===== src/rtl/shift_round_pipe.sv =====
// shift_round_pipe: two-stage right-shift, round-to-nearest-even and saturating narrow.
// Stage 1 captures the shifted magnitude with its guard and sticky bits; stage 2 rounds,
// saturates to OUT_WIDTH bits and registers the result with inexact/overflow flags.
module shift_round_pipe #(
  parameter int unsigned WIDTH       = 16,
  parameter int unsigned OUT_WIDTH   = 8,
  parameter int unsigned SHIFT_WIDTH = $clog2(WIDTH) + 1
) (
  input  logic                   clock,
  input  logic                   resetn,
  input  logic                   in_valid,
  output logic                   in_ready,
  input  logic [WIDTH-1:0]       in_data,
  input  logic [SHIFT_WIDTH-1:0] in_shift,
  output logic                   out_valid,
  input  logic                   out_ready,
  output logic [OUT_WIDTH-1:0]   out_data,
  output logic                   out_inexact,
  output logic                   out_overflow
);

  localparam logic [SHIFT_WIDTH-1:0] ShiftOne = SHIFT_WIDTH'(1);
  localparam logic [SHIFT_WIDTH-1:0] ShiftTwo = SHIFT_WIDTH'(2);
  localparam logic [SHIFT_WIDTH-1:0] ShiftW   = SHIFT_WIDTH'(WIDTH);
  localparam logic [SHIFT_WIDTH-1:0] ShiftW1  = SHIFT_WIDTH'(WIDTH + 1);

  // Pipeline control
  logic adv1, adv2;
  logic v1_q, v2_q;

  // Stage 1 state and next-state
  logic [WIDTH-1:0] q1_q, q1_d;
  logic             g1_q, g1_d;
  logic             s1_q, s1_d;

  // Stage 2 state and next-state
  logic [OUT_WIDTH-1:0] data2_q, data2_d;
  logic                 inexact2_q, inexact2_d;
  logic                 ovf2_q, ovf2_d;

  // Shift-by-(s-1) helpers, held in WIDTH+1 bits so s = WIDTH+1 does not overflow
  logic [SHIFT_WIDTH-1:0] s_m1;
  logic [WIDTH:0]         one_ext, data_ext, sticky_mask, guard_vec;

  // Rounding intermediates
  logic           round_up;
  logic [WIDTH:0] rounded;

  // Handshake chain: a stage may advance when it is empty or its consumer advances
  always_comb begin
    adv2     = !v2_q || out_ready;
    adv1     = !v1_q || adv2;
    in_ready = adv1;
  end

  // Stage 1 datapath: shift, guard extraction and sticky reduction of discarded bits
  always_comb begin
    s_m1        = in_shift - ShiftOne;
    one_ext     = {{WIDTH{1'b0}}, 1'b1};
    data_ext    = {1'b0, in_data};
    sticky_mask = (one_ext << s_m1) - one_ext;
    guard_vec   = data_ext >> s_m1;

    q1_d = (in_shift >= ShiftW) ? '0 : (in_data >> in_shift);
    g1_d = (in_shift >= ShiftOne && in_shift <= ShiftW) ? guard_vec[0] : 1'b0;

    if (in_shift < ShiftTwo) begin
      s1_d = 1'b0;
    end else if (in_shift <= ShiftW1) begin
      s1_d = |(data_ext & sticky_mask);
    end else begin
      s1_d = |in_data;
    end
  end

  // Stage 2 datapath: round to nearest even, then saturate to OUT_WIDTH bits
  always_comb begin
    round_up   = g1_q & (s1_q | q1_q[0]);
    rounded    = {1'b0, q1_q} + {{WIDTH{1'b0}}, round_up};
    ovf2_d     = |rounded[WIDTH:OUT_WIDTH];
    data2_d    = ovf2_d ? '1 : rounded[OUT_WIDTH-1:0];
    inexact2_d = g1_q | s1_q;
  end

  // Stage 1 registers: valid follows in_valid whenever the stage advances
  always_ff @(posedge clock or negedge resetn) begin
    if (!resetn) begin
      v1_q <= 1'b0;
      q1_q <= '0;
      g1_q <= 1'b0;
      s1_q <= 1'b0;
    end else begin
      if (adv1) begin
        v1_q <= in_valid;
      end
      if (in_valid && adv1) begin
        q1_q <= q1_d;
        g1_q <= g1_d;
        s1_q <= s1_d;
      end
    end
  end

  // Stage 2 registers: held stable while the consumer stalls
  always_ff @(posedge clock or negedge resetn) begin
    if (!resetn) begin
      v2_q       <= 1'b0;
      data2_q    <= '0;
      inexact2_q <= 1'b0;
      ovf2_q     <= 1'b0;
    end else if (adv2) begin
      v2_q       <= v1_q;
      data2_q    <= data2_d;
      inexact2_q <= inexact2_d;
      ovf2_q     <= ovf2_d;
    end
  end

  // Registered outputs
  always_comb begin
    out_valid    = v2_q;
    out_data     = data2_q;
    out_inexact  = inexact2_q;
    out_overflow = ovf2_q;
  end

endmodule


===== config.mk =====
export PLATFORM = sky130hd
export DESIGN_NAME = shift_round_pipe
export DESIGN_NICKNAME = d
export VERILOG_FILES = /design/src/rtl/shift_round_pipe.sv
export SDC_FILE = /design/constraint.sdc
export NUM_CORES = 1
export LEC_CHECK = 0
export BUFFER_PORTS_ARGS = -buffer_cell sky130_fd_sc_hd__buf_2
export CAP_MARGIN = 20
export CELL_PAD_IN_SITES_DETAIL_PLACEMENT = 1
export CELL_PAD_IN_SITES_GLOBAL_PLACEMENT = 1
export CORE_MARGIN = 2
export CORE_UTILIZATION = 44
export DETAILED_ROUTE_END_ITERATION = 12
export HOLD_SLACK_MARGIN = 0.15
export PLACE_DENSITY = 0.9
export RECOVER_POWER = 100
export SYNTH_ARGS = -nofsm -noshare
export SYNTH_HDL_FRONTEND = slang
export SYNTH_SLANG_ARGS = --single-unit
export TNS_END_PERCENT = 30

===== constraint.sdc =====
create_clock -name clock -period 3.35 [get_ports clock]
set_input_delay 0.335 -clock clock [delete_from_list [all_inputs] [get_ports clock]]
set_output_delay 0.335 -clock clock [all_outputs]
set_load 0.02 [all_outputs]

==> impl_results.html, run 1 <==
<table>
<tr><th>Metric</th><th>Value</th></tr>
<tr><th colspan="2">Status</th></tr>
<tr><td>Run status</td><td>complete, but fails checks</td></tr>
<tr><td>Violations in the final reports</td><td>capacitance limit, slew limit</td></tr>
<tr><th colspan="2">Worst setup path</th></tr>
<tr><td>Critical path peak fanout</td><td>9</td></tr>
<tr><td>Max stage delay on crit path</td><td>0.61 ns</td></tr>
<tr><td>Sequence of cells on the critical path</td><td>o21a_1 &gt; ha_1 &gt; and3_1 &gt; and3_1 &gt; and3_1 &gt; and3_1 &gt; nor3_1 &gt; o22ai_1 &gt; a2111oi_4 &gt; a21oi_1</td></tr>
<tr><td>Worst setup EP type</td><td>register</td></tr>
<tr><td>Crit Path Class</td><td>reg2reg</td></tr>
<tr><td>Buf/Inv on CP</td><td>0</td></tr>
<tr><td>Family of cells with the greatest summed delay on the critical path</td><td>compound AO/OA/AOI/OAI gates</td></tr>
<tr><td>Data arrival time at the worst-slack endpoint</td><td>3.05 ns</td></tr>
<tr><td>Sort of element at the start of the critical path</td><td>register</td></tr>
<tr><td>Library cell appearing most often on the critical path</td><td>and3_1</td></tr>
<tr><td>Required arrival time at the worst endpoint</td><td>3.49 ns</td></tr>
<tr><td>Slowest CP cell</td><td>a2111oi_4</td></tr>
<tr><td>Setup slack on the worst flop-to-flop path</td><td>0.45 ns</td></tr>
<tr><th colspan="2">Floorplan</th></tr>
<tr><td>Total die area</td><td>0.007165 mm^2</td></tr>
<tr><td>Number of top-level pins</td><td>37</td></tr>
<tr><td>Total core area</td><td>~0.0063 mm^2</td></tr>
<tr><td>Floorplan die width</td><td>84.65 um</td></tr>
<tr><td>Die Y-Extent</td><td>around 85 um</td></tr>
<tr><td>Initial core utilization</td><td>0.4532</td></tr>
<tr><td>Rows</td><td>29</td></tr>
<tr><th colspan="2">Final layout</th></tr>
<tr><td># nets final</td><td>406</td></tr>
<tr><td>Fraction of final layout cells sized beyond drive strength 1</td><td>0.1528</td></tr>
<tr><td>Fill cell instance count of the final layout</td><td>796</td></tr>
<tr><td>Non-filler cells, final</td><td>450</td></tr>
<tr><td>Commonest non-fill, non-tap cells in the layout</td><td>nand2_1 (33), dfrtp_1 (30), nor2_1 (27)</td></tr>
<tr><td>Final design utilization</td><td>0.5042</td></tr>
<tr><td>Layout Cell Area excl Fill</td><td>0.003183 mm^2</td></tr>
<tr><td>Growth of design area from synthesis to finish</td><td>11.24%</td></tr>
<tr><td>Most frequent standard cell in the layout excluding fill and tap cells</td><td>nand2_1</td></tr>
<tr><td>N_diodes</td><td>0</td></tr>
<tr><th colspan="2">Synth</th></tr>
<tr><td>Area share of the largest cell type after synthesis</td><td>0.2624</td></tr>
<tr><td>Warnings from Yosys</td><td>0</td></tr>
<tr><td>Count of flip-flops with a built-in enable after synthesis</td><td>0</td></tr>
<tr><td>Number of library cell types mapped by synthesis</td><td>57</td></tr>
<tr><td>Main area contributors after synthesis</td><td>dfrtp_1 (26%), mux4_2 (7.1%), nand2_1 (4.3%), mux2i_1 (4.2%), ha_1 (3.9%)</td></tr>
<tr><td>Post-Synthesis Cell Area</td><td>approximately 0.0029 mm^2</td></tr>
<tr><td>Sequential area share after synthesis</td><td>0.2624</td></tr>
<tr><td>Flip-flop and latch count after synthesis</td><td>30</td></tr>
<tr><td>Main synth FF type</td><td>dfrtp_1</td></tr>
<tr><td>Post-Syn Nets</td><td>375</td></tr>
<tr><td>Synthesized netlist cell count</td><td>about 340</td></tr>
<tr><td>Post-synthesis async set-or-reset flop share</td><td>1.000</td></tr>
<tr><td>Average cell area after synthesis</td><td>8.391 um^2</td></tr>
<tr><td>Cell taking the most area after synthesis</td><td>dfrtp_1</td></tr>
<tr><th colspan="2">Power and ir drop</th></tr>
<tr><td>Final Total Pwr</td><td>1.198 mW</td></tr>
<tr><td>Total net switching power</td><td>453.3 uW</td></tr>
<tr><td>PwrDens</td><td>around 380 mW/mm^2</td></tr>
<tr><td>Sequential share of power</td><td>0.385</td></tr>
<tr><td>Maximum ir drop on the vdd rail</td><td>0.3022 mV</td></tr>
<tr><td>Clock network fraction of total power</td><td>0.251</td></tr>
<tr><td>P_int</td><td>744.3 uW</td></tr>
<tr><td>Power share of the combinational group</td><td>0.364</td></tr>
<tr><td>Switching Fraction</td><td>0.3785</td></tr>
<tr><td>Static Leakage</td><td>1.324 nW</td></tr>
<tr><th colspan="2">GRT</th></tr>
<tr><td>Wire length of the first global-routing pass</td><td>~16 mm</td></tr>
<tr><td>Vias in the first global route</td><td>2985</td></tr>
<tr><td>Layer carrying the most global-route usage</td><td>met2</td></tr>
<tr><td>Met3 global-route usage</td><td>0.02852</td></tr>
<tr><td>Global routing met2 resource utilization</td><td>0.4696</td></tr>
<tr><td>Total global routing overflow</td><td>0</td></tr>
<tr><td>Antenna violations before repair</td><td>0</td></tr>
<tr><td>Aggregate global-route resource usage</td><td>0.2750</td></tr>
<tr><td>Met1 demand-to-capacity share in global routing</td><td>0.3588</td></tr>
<tr><td>Largest net degree at the start of global routing</td><td>31</td></tr>
<tr><th colspan="2">Detailed routing</th></tr>
<tr><td>1st-pass router iterations</td><td>5</td></tr>
<tr><td>Detailed-route wire length</td><td>9.450 mm</td></tr>
<tr><td>Via density per instance</td><td>6.582</td></tr>
<tr><td>Final routed DRC violation total</td><td>0</td></tr>
<tr><td>Count of vias placed by the detailed router</td><td>between 2000 and 3000</td></tr>
<tr><td>Detailed-route wire length per cell</td><td>21.00 um</td></tr>
<tr><td>Violation count after the first detailed-routing iteration</td><td>228</td></tr>
<tr><td>Remaining number of nets flagged by the antenna check after routing</td><td>0</td></tr>
<tr><th colspan="2">Run</th></tr>
<tr><td>Max-cap violation count</td><td>1</td></tr>
<tr><th colspan="2">Clocking</th></tr>
<tr><td>TritonCTS clock tree</td><td>built</td></tr>
<tr><td>Number of instances resized during post-cts repair</td><td>0</td></tr>
<tr><td>Deepest clock path buffer count</td><td>2</td></tr>
<tr><td>Clock tree sinks</td><td>30</td></tr>
<tr><td>CTS H-tree lvls</td><td>2</td></tr>
<tr><td>Root buffer cell</td><td>clkbuf_8</td></tr>
<tr><td>Worst-Skew Late Latency</td><td>0.29 ns</td></tr>
<tr><td>Post CTS Setup Buffer Count</td><td>0</td></tr>
<tr><td>Number of CTS-inserted buffers</td><td>5</td></tr>
<tr><td>Clock input transition at the sequential cells of the worst setup and hold paths</td><td>0.06 ns</td></tr>
<tr><th colspan="2">Placed design</th></tr>
<tr><td>Total instance count after detailed placement</td><td>approximately 440</td></tr>
<tr><td>Half-perimeter wire length of the detailed placement result</td><td>between 7 and 8 mm</td></tr>
<tr><td>Buffers added on ports</td><td>36</td></tr>
<tr><td>Instance area after placement</td><td>0.003102 mm^2</td></tr>
<tr><td>Post-placement setup slack</td><td>0.2367 ns</td></tr>
<tr><td>Placer congestion estimate</td><td>approximately 1.1</td></tr>
<tr><th colspan="2">STA</th></tr>
<tr><td>Minimum clock period</td><td>2.904 ns</td></tr>
<tr><td>Worst-case headroom to the max-slew limit</td><td>-0.08448</td></tr>
<tr><td>Worst clock skew</td><td>0.004679 ns</td></tr>
<tr><td>Maximum achievable frequency</td><td>344.4 MHz</td></tr>
<tr><td>Final max-slew violation count</td><td>31</td></tr>
<tr><td>Slack of the critical path</td><td>0.4462 ns</td></tr>
<tr><td>Final Hold Vio Count</td><td>0</td></tr>
<tr><td>Final worst path period share</td><td>0.8668</td></tr>
<tr><td>Final setup viols</td><td>0</td></tr>
<tr><td>Setup TNS Final</td><td>0 ns</td></tr>
<tr><td>Worst-Margin Slew</td><td>~1.6 ns</td></tr>
<tr><td>Unrepaired setup endpoints after global routing</td><td>no</td></tr>
<tr><td>Hold_ws</td><td>0.3595 ns</td></tr>
<tr><th colspan="2">Hold path</th></tr>
<tr><td>Path type of the worst min-delay path</td><td>in2reg</td></tr>
</table>
## synthesized netlist by cell type (all sizes together) (4+ instances only)
cell type / number
inv: 11
nor2b: 6
nand2b: 6
mux4: 9
ha: 9
nor2: 27
clkbuf: 11
a22o: 10
a21oi: 21
mux2: 4
xnor2: 11
dfrtp: 30
nor3: 10
nand3: 9
mux2i: 12
nand4: 6
a21boi: 4
o2111ai: 6
nand2: 34
o21ai: 22
o21a: 6
buf: 10
nor4: 6
a211oi: 6
o22ai: 8
and3: 10
## timing repair
item,CTS,global route
hold buffers,1,0
hold endpoints to repair,30,0
setup endpoints to repair,0,0
## registers in the layout, indices dropped and copies added, names as in the netlist
name	count
q1_q	16
out_data	8
v1_q	1
out_valid	1
s1_q	1
g1_q	1
out_inexact	1
out_overflow	1
## layer usage
layer | wire [um] | vias up
met2 | 4650 | 148
met3 | 716 | 18
li1 | - | 1354
met5 | 0 | -
met1 | 3840 | 1442
met4 | 242 | 0
## path summary, 6_finish.rpt
kind,from,endpoint,depth (start not counted)
max in group asynchronous,resetn,out_inexact,2
setup reg to reg,s1_q,out_data[0],10
hold reg to reg,v1_q,out_valid,1
min in group asynchronous,resetn,v1_q,2
setup / recovery,s1_q,out_data[0],10
hold / removal,in_valid,v1_q,2
## logic make-up (layout without fill, tap and decap cells)
kind of cell             Yosys count  after routing  synth area share
XOR/XNOR                          12             12           0.03673
AO/OA/AOI/OAI                    107            107            0.2632
buffers and inverters             32             64           0.04810
AND/OR/NAND/NOR                  126            126            0.2217
flip-flops                        30             30            0.2624
adder cells (fa/ha/maj)            9              9           0.03935
multiplexers                      25             25            0.1286
## power groups by stage
stage | Combinational [mW] | Sequential (mW) | Clock, mW
floorplan | 0.251 | 0.501 | 0
global placement | 0.426 | 0.461 | 0
detailed placement | 0.439 | 0.466 | 0
CTS | 0.444 | 0.460 | 0.303
global route | 0.476 | 0.468 | 0.322
finish | 0.436 | 0.461 | 0.301
## area by class of cell
type                       instances  area, um^2  share of cell area
timing repair buffer              45       230.2             0.07233
clock inverter                     1       5.005            0.001572
sequential                        30       750.7              0.2358
clock buffer                       7       86.33             0.02712
tap                               77       96.34             0.03027
inverter                          11       41.29             0.01297
multi-input combinational        279        1973              0.6199
Note: power is estimated with default switching activity, not from simulation.
==> inputs of run 2 (changes only) <==
--- a/config.mk
+++ b/config.mk
@@ -11,6 +11,7 @@
 export CELL_PAD_IN_SITES_GLOBAL_PLACEMENT = 1
 export CORE_MARGIN = 2
 export CORE_UTILIZATION = 44
+export CTS_BUF_LIST = sky130_fd_sc_hd__clkbuf_16
 export DETAILED_ROUTE_END_ITERATION = 12
 export HOLD_SLACK_MARGIN = 0.15
 export PLACE_DENSITY = 0.9
==> impl_results.html, run 2 (synthesis gave the netlist of run 1 again) <==
<table>
<tr><th>Metric</th><th>Value</th></tr>
<tr><th colspan="2">Worst setup path</th></tr>
<tr><td>Data arrival time at the worst-slack endpoint</td><td>3.10 ns</td></tr>
<tr><td>Worst reg2reg endpoint</td><td>out_data[0]</td></tr>
<tr><td>Length in cells of the worst reg-to-reg path</td><td>10</td></tr>
<tr><td>Crit Path Class</td><td>reg2reg</td></tr>
<tr><td>Launching point of the worst reg2reg path</td><td>s1_q</td></tr>
<tr><td>Worst setup EP type</td><td>register</td></tr>
<tr><td>Critical path peak fanout</td><td>9</td></tr>
<tr><td>Required arrival time at the worst endpoint</td><td>3.48 ns</td></tr>
<tr><td>Setup slack on the worst flop-to-flop path</td><td>0.38 ns</td></tr>
<tr><td>Sort of element at the start of the critical path</td><td>register</td></tr>
<tr><th colspan="2">Placed design</th></tr>
<tr><td>Half-perimeter wire length of the detailed placement result</td><td>7.064 mm</td></tr>
<tr><td>Placer congestion estimate</td><td>1.072</td></tr>
<tr><td>Instance area after placement</td><td>0.003102 mm^2</td></tr>
<tr><td>Total instance count after detailed placement</td><td>441</td></tr>
<tr><td>Buffers added on ports</td><td>36</td></tr>
<tr><th colspan="2">Clocking</th></tr>
<tr><td>CTS H-tree lvls</td><td>2</td></tr>
<tr><td>Clock input transition at the sequential cells of the worst setup and hold paths</td><td>0.05 ns</td></tr>
<tr><td>Worst-Skew Late Latency</td><td>0.27 ns</td></tr>
<tr><td>Clock tree sinks</td><td>30</td></tr>
<tr><td>Deepest clock path buffer count</td><td>2</td></tr>
<tr><td>Root buffer cell</td><td>clkbuf_16</td></tr>
<tr><td>Number of CTS-inserted buffers</td><td>5</td></tr>
<tr><td>Number of instances resized during post-cts repair</td><td>0</td></tr>
<tr><td>TritonCTS clock tree</td><td>built</td></tr>
<tr><th colspan="2">Final layout</th></tr>
<tr><td># nets final</td><td>406</td></tr>
<tr><td>Non-filler cells, final</td><td>450</td></tr>
<tr><td>Register ranked first by flip-flop count</td><td>q1_q</td></tr>
<tr><td>Max FFs per register</td><td>16</td></tr>
<tr><td>Growth of design area from synthesis to finish</td><td>12.99%</td></tr>
<tr><td>Layout Cell Area excl Fill</td><td>0.003233 mm^2</td></tr>
<tr><td>Fill cell instance count of the final layout</td><td>782</td></tr>
<tr><td>Fraction of final layout cells sized beyond drive strength 1</td><td>0.1501</td></tr>
<tr><td>Commonest non-fill, non-tap cells in the layout</td><td>nand2_1 (33), dfrtp_1 (30), nor2_1 (27)</td></tr>
<tr><td>N_diodes</td><td>0</td></tr>
<tr><td>Most frequent standard cell in the layout excluding fill and tap cells</td><td>nand2_1</td></tr>
<tr><th colspan="2">Status</th></tr>
<tr><td>Violations in the final reports</td><td>capacitance limit, slew limit</td></tr>
<tr><td>Run status</td><td>complete, but fails checks</td></tr>
<tr><th colspan="2">STA</th></tr>
<tr><td>Worst-case headroom to the max-slew limit</td><td>-0.08099</td></tr>
<tr><td>Final worst path period share</td><td>0.8879</td></tr>
<tr><td>Final max-slew violation count</td><td>31</td></tr>
<tr><td>Final Hold Vio Count</td><td>0</td></tr>
<tr><td>Maximum achievable frequency</td><td>336.2 MHz</td></tr>
<tr><td>Setup TNS Final</td><td>0 ns</td></tr>
<tr><td>Worst-Margin Slew</td><td>1.621 ns</td></tr>
<tr><td>Minimum clock period</td><td>2.974 ns</td></tr>
<tr><td>Hold_ws</td><td>approximately 0.37 ns</td></tr>
<tr><td>Unrepaired setup endpoints after global routing</td><td>no</td></tr>
<tr><td>Worst clock skew</td><td>0.001920 ns</td></tr>
<tr><td>Final setup viols</td><td>0</td></tr>
<tr><th colspan="2">Detailed routing</th></tr>
<tr><td>Count of vias placed by the detailed router</td><td>just under 3000</td></tr>
<tr><td>Detailed-route wire length</td><td>~9.5 mm</td></tr>
<tr><td>Remaining number of nets flagged by the antenna check after routing</td><td>0</td></tr>
<tr><td>Via density per instance</td><td>6.562</td></tr>
<tr><td>Final routed DRC violation total</td><td>0</td></tr>
<tr><td>Violation count after the first detailed-routing iteration</td><td>around 250</td></tr>
<tr><td>Detailed-route wire length per cell</td><td>21.20 um</td></tr>
<tr><td>1st-pass router iterations</td><td>5</td></tr>
<tr><th colspan="2">Hold path</th></tr>
<tr><td>Worst hold endpoint</td><td>v1_q</td></tr>
<tr><td>Path type of the worst min-delay path</td><td>in2reg</td></tr>
<tr><td>WHS Path Cells</td><td>2</td></tr>
<tr><td>Beginning of the worst hold path</td><td>in_valid</td></tr>
<tr><th colspan="2">Floorplan</th></tr>
<tr><td>Total core area</td><td>approximately 0.0063 mm^2</td></tr>
<tr><td>Total die area</td><td>between 0.007 and 0.008 mm^2</td></tr>
<tr><td>Rows</td><td>29</td></tr>
<tr><td>Die Y-Extent</td><td>84.65 um</td></tr>
<tr><td>Number of top-level pins</td><td>37</td></tr>
<tr><td>Initial core utilization</td><td>0.4532</td></tr>
<tr><td>Floorplan die width</td><td>84.65 um</td></tr>
<tr><th colspan="2">GRT</th></tr>
<tr><td>Antenna violations before repair</td><td>0</td></tr>
<tr><td>Largest net degree at the start of global routing</td><td>31</td></tr>
<tr><td>Wire length of the first global-routing pass</td><td>around 16 mm</td></tr>
<tr><td>Total global routing overflow</td><td>0</td></tr>
<tr><td>Vias in the first global route</td><td>~3000</td></tr>
<tr><td>Aggregate global-route resource usage</td><td>0.2747</td></tr>
<tr><th colspan="2">Power and ir drop</th></tr>
<tr><td>Maximum ir drop on the vdd rail</td><td>roughly 0.47 mV</td></tr>
<tr><td>Final Total Pwr</td><td>1.312 mW</td></tr>
<tr><td>Static Leakage</td><td>1.352 nW</td></tr>
<tr><td>PwrDens</td><td>405.7 mW/mm^2</td></tr>
<tr><th colspan="2">Run</th></tr>
<tr><td>Max-cap violation count</td><td>1</td></tr>
</table>
==> run 2: cell count changes in the layout (fill, tap and decap cells not counted), sizes merged <==
cell / delta
clkbuf: -2
clkinv: +1
inv: +1
==> run 2: worst max-delay path by stage <==
| stage | startpoint | endpoint | slack, ns | cells past startpoint |
|---|---|---|---|---|
| final | s1_q | out_data[0] | 0.38 | 10 |
| after global routing | s1_q | out_data[0] | 0.18 | 10 |
| after CTS | s1_q | out_data[0] | 0.40 | 10 |
| after detailed placement | in_shift[1] | s1_q | 0.24 | 14 |
| after global placement | in_shift[1] | s1_q | 0.31 | 13 |
| after floorplan | in_shift[0] | s1_q | 0.22 | 16 |
==> run 2: report_power, final <==
group | switching, mW | internal [mW] | total, mW
Clock | 0.145 | 0.267 | 0.413
Sequential | 0.0445 | 0.418 | 0.463
Combinational | 0.274 | 0.162 | 0.436
Total | 0.464 | 0.848 | 1.31
==> run 2: worst max-delay path, stage by stage, from the launching register on <==
cell	delay [ns]
dfrtp_1	0.41
o21a_1	0.15
ha_1	0.18
ha_1	0.21
and3_1	0.27
nand4_1	0.26
nor2_1	0.27
o211a_1	0.19
o22ai_1	0.10
a2111oi_4	0.62
a21oi_1	0.15
==> run 2: what timing repair did <==
item                      4_1_cts  5_1_grt
hold endpoints to repair       30        0
hold buffers                    1        0
buffers inserted                0        0
==> run 2: metal layers <==
layer  vias up  track usage  part of all wire
li1       1356            -                 -
met1      1450       0.3529              0.40
met2       133       0.4796              0.51
met5         -            0                 0
met4         0      0.09091             0.019
met3        14      0.03147             0.071
==> run 2: layout make-up <==
cell class / count / area [um^2] / share of cell area
Multi-Input combinational cell: 279 / 1973 / 0.6103
Tap cell: 77 / 96.34 / 0.02980
Clock buffer: 5 / 125.1 / 0.03870
Clock inverter: 3 / 12.51 / 0.003870
Sequential cell: 30 / 750.7 / 0.2322
Timing Repair Buffer: 45 / 234.0 / 0.07237
Inverter: 11 / 41.29 / 0.01277
==> run 2: through the flow <==
stage,setup slack (ns),utilization
6_report,0.3757,0.5121
5_1_grt,0.1778,0.5121
4_1_cts,0.3989,0.5147
3_5_place_dp,0.2367,0.4913
3_3_place_gp,0.3150,0.4913
2_1_floorplan,0.2158,-
==> inputs of run 3 (changes only) <==
--- a/config.mk
+++ b/config.mk
@@ -15,7 +15,6 @@
 export DETAILED_ROUTE_END_ITERATION = 12
 export HOLD_SLACK_MARGIN = 0.15
 export PLACE_DENSITY = 0.9
-export RECOVER_POWER = 100
 export SYNTH_ARGS = -nofsm -noshare
 export SYNTH_HDL_FRONTEND = slang
 export SYNTH_SLANG_ARGS = --single-unit
==> impl_results.html, run 3 (synthesis gave the netlist of run 1 again) <==
<table>
<tr><th>Metric</th><th>Value</th></tr>
<tr><th colspan="2">Status</th></tr>
<tr><td>Run status</td><td>finished clean</td></tr>
<tr><th colspan="2">Detailed routing</th></tr>
<tr><td>Detailed-route wire length</td><td>9.495 mm</td></tr>
<tr><td>Via density per instance</td><td>6.600</td></tr>
<tr><td>Violation count after the first detailed-routing iteration</td><td>257</td></tr>
<tr><td>1st-pass router iterations</td><td>7</td></tr>
<tr><td>Detailed-route wire length per cell</td><td>21.10 um</td></tr>
<tr><td>Count of vias placed by the detailed router</td><td>2970</td></tr>
<tr><td>Final routed DRC violation total</td><td>0</td></tr>
<tr><td>Remaining number of nets flagged by the antenna check after routing</td><td>0</td></tr>
<tr><th colspan="2">STA</th></tr>
<tr><td>Setup TNS Final</td><td>0 ns</td></tr>
<tr><td>Minimum clock period</td><td>just under 3 ns</td></tr>
<tr><td>Final max-slew violation count</td><td>0</td></tr>
<tr><td>Final setup viols</td><td>0</td></tr>
<tr><td>Unrepaired setup endpoints after global routing</td><td>no</td></tr>
<tr><td>Worst-Margin Slew</td><td>0.6733 ns</td></tr>
<tr><td>Final worst path period share</td><td>0.8859</td></tr>
<tr><td>Final Hold Vio Count</td><td>0</td></tr>
<tr><td>Worst-case headroom to the max-slew limit</td><td>0.5495</td></tr>
<tr><td>Worst clock skew</td><td>about 0.0023 ns</td></tr>
<tr><td>Maximum achievable frequency</td><td>337.0 MHz</td></tr>
<tr><th colspan="2">Worst setup path</th></tr>
<tr><td>Slowest CP cell</td><td>a2111oi_4</td></tr>
<tr><td>Crit Path Class</td><td>reg2reg</td></tr>
<tr><td>Data arrival time at the worst-slack endpoint</td><td>3.09 ns</td></tr>
<tr><td>Critical path peak fanout</td><td>9</td></tr>
<tr><td>Max stage delay on crit path</td><td>between 0.6 and 0.7 ns</td></tr>
<tr><td>Worst reg2reg endpoint</td><td>out_data[0]</td></tr>
<tr><td>Sequence of cells on the critical path</td><td>o21a_1 &gt; ha_1 &gt; ha_1 &gt; and3_1 &gt; nand4_1 &gt; nor2_1 &gt; o211a_1 &gt; o22ai_1 &gt; a2111oi_4 &gt; a21oi_1</td></tr>
<tr><td>Critical path endpoint</td><td>out_data[0]</td></tr>
<tr><td>Sort of element at the start of the critical path</td><td>register</td></tr>
<tr><td>Startpoint of the worst setup timing path</td><td>s1_q</td></tr>
<tr><td>Library cell appearing most often on the critical path</td><td>ha_1</td></tr>
<tr><td>Length in cells of the worst reg-to-reg path</td><td>10</td></tr>
<tr><td>Launching point of the worst reg2reg path</td><td>s1_q</td></tr>
<tr><td>Required arrival time at the worst endpoint</td><td>~3.5 ns</td></tr>
<tr><td>Worst setup EP type</td><td>register</td></tr>
<tr><td>Setup slack on the worst flop-to-flop path</td><td>0.38 ns</td></tr>
<tr><th colspan="2">Clocking</th></tr>
<tr><td>Number of CTS-inserted buffers</td><td>5</td></tr>
<tr><td>Number of instances resized during post-cts repair</td><td>0</td></tr>
<tr><td>CTS H-tree lvls</td><td>2</td></tr>
<tr><td>TritonCTS clock tree</td><td>built</td></tr>
<tr><td>Clock tree sinks</td><td>30</td></tr>
<tr><td>Root buffer cell</td><td>clkbuf_16</td></tr>
<tr><td>Deepest clock path buffer count</td><td>2</td></tr>
<tr><td>Worst-Skew Late Latency</td><td>about 0.27 ns</td></tr>
<tr><td>Clock input transition at the sequential cells of the worst setup and hold paths</td><td>0.05 ns</td></tr>
<tr><th colspan="2">Final layout</th></tr>
<tr><td>Commonest non-fill, non-tap cells in the layout</td><td>buf_2 (36), nand2_1 (33), dfrtp_1 (30)</td></tr>
<tr><td>Register ranked first by flip-flop count</td><td>q1_q</td></tr>
<tr><td>Most frequent standard cell in the layout excluding fill and tap cells</td><td>buf_2</td></tr>
<tr><td>Non-filler cells, final</td><td>450</td></tr>
<tr><td>Max FFs per register</td><td>16</td></tr>
<tr><td>Layout Cell Area excl Fill</td><td>~0.0032 mm^2</td></tr>
<tr><td>Fill cell instance count of the final layout</td><td>around 780</td></tr>
<tr><td>Footprint of the multi-input gates</td><td>0.001973 mm^2</td></tr>
<tr><td># nets final</td><td>between 400 and 500</td></tr>
<tr><td>Footprint of the flip-flops and latches</td><td>750.7 um^2</td></tr>
<tr><td>Fraction of final layout cells sized beyond drive strength 1</td><td>0.1877</td></tr>
<tr><td>Growth of design area from synthesis to finish</td><td>13.56%</td></tr>
<tr><td>N_diodes</td><td>0</td></tr>
<tr><th colspan="2">Power and ir drop</th></tr>
<tr><td>Final Total Pwr</td><td>1.321 mW</td></tr>
<tr><td>Static Leakage</td><td>1.383 nW</td></tr>
<tr><td>PwrDens</td><td>slightly above 400 mW/mm^2</td></tr>
<tr><td>Maximum ir drop on the vdd rail</td><td>0.4718 mV</td></tr>
<tr><th colspan="2">Floorplan</th></tr>
<tr><td>Number of top-level pins</td><td>37</td></tr>
<tr><td>Rows</td><td>29</td></tr>
<tr><td>Initial core utilization</td><td>0.4532</td></tr>
<tr><td>Total core area</td><td>0.006314 mm^2</td></tr>
<tr><td>Floorplan die width</td><td>84.65 um</td></tr>
<tr><td>Die Y-Extent</td><td>~85 um</td></tr>
<tr><td>Total die area</td><td>0.007165 mm^2</td></tr>
<tr><th colspan="2">GRT</th></tr>
<tr><td>Largest net degree at the start of global routing</td><td>31</td></tr>
<tr><td>Aggregate global-route resource usage</td><td>0.2747</td></tr>
<tr><td>Layer carrying the most global-route usage</td><td>met2</td></tr>
<tr><td>Total global routing overflow</td><td>0</td></tr>
<tr><td>Met1 demand-to-capacity share in global routing</td><td>0.3529</td></tr>
<tr><td>Antenna violations before repair</td><td>0</td></tr>
<tr><td>Met3 global-route usage</td><td>0.03147</td></tr>
<tr><td>Global routing met2 resource utilization</td><td>0.4796</td></tr>
<tr><td>Wire length of the first global-routing pass</td><td>15.59 mm</td></tr>
<tr><td>Vias in the first global route</td><td>2963</td></tr>
<tr><th colspan="2">Hold path</th></tr>
<tr><td>Path type of the worst min-delay path</td><td>in2reg</td></tr>
<tr><th colspan="2">Placed design</th></tr>
<tr><td>Buffers added on ports</td><td>36</td></tr>
<tr><td>Half-perimeter wire length of the detailed placement result</td><td>between 7 and 8 mm</td></tr>
<tr><td>Total instance count after detailed placement</td><td>approximately 440</td></tr>
<tr><td>Placer congestion estimate</td><td>1.072</td></tr>
<tr><td>Instance area after placement</td><td>0.003102 mm^2</td></tr>
<tr><th colspan="2">Run</th></tr>
<tr><td>Max-cap violation count</td><td>0</td></tr>
</table>
-- run 3: how the worst min path moves through the flow --
stage,start,endpoint,slack [ns],depth (start not counted)
after floorplan,resetn,g1_q,0.04,0
after global placement,resetn,v1_q,0.40,1
after detailed placement,resetn,v1_q,0.41,1
after CTS,in_valid,v1_q,0.37,2
after global routing,in_valid,v1_q,0.39,2
final,in_valid,v1_q,0.37,2
-- run 3: critical path, delay by kind of cell, from the launching register on --
family	cells	cell delay [ns]
AND/OR/NAND/NOR	3	0.80
adder cells (fa/ha/maj)	2	0.39
AO/OA/AOI/OAI	5	1.21
flip-flops	1	0.40
-- run 3: power by group --
part	internal (mW)	total [mW]	leakage, nW	switching [mW]
clock	0.267	0.413	0.0724	0.145
combinational	0.173	0.447	0.938	0.274
sequential	0.418	0.462	0.372	0.0436
total	0.858	1.32	1.38	0.463
-- run 3: what timing repair did --
| item | CTS | global route |
|---|---|---|
| hold buffers | 1 | 0 |
| setup buffers | 0 | 0 |
| hold endpoints to repair | 30 | 0 |
-- run 3: cell type report --
| class | count | area share |
|---|---|---|
| timing repair buffer | 45 | 0.07701 |
| sequential | 30 | 0.2310 |
| tap | 77 | 0.02965 |
| clock buffer | 5 | 0.03851 |
| inverter | 11 | 0.01271 |
| clock inverter | 3 | 0.003851 |
| multi-input combinational | 279 | 0.6072 |
-- run 3: metrics by stage --
step | hold WS, ns | setup WS, ns | util
6_report | 0.3735 | 0.3824 | 0.5147
5_1_grt | 0.3855 | 0.1778 | 0.5147
4_1_cts | 0.3736 | 0.3989 | 0.5147
3_5_place_dp | 0.4092 | 0.2367 | 0.4913
3_3_place_gp | 0.3977 | 0.3150 | 0.4913
2_1_floorplan | 0.03941 | 0.2158 | -
-- run 3: routing by layer --
layer	vias to the layer above	part of all wire
met3	26	0.067
li1	1357	-
met4	0	0.027
met5	-	0
met2	139	0.50
met1	1448	0.41
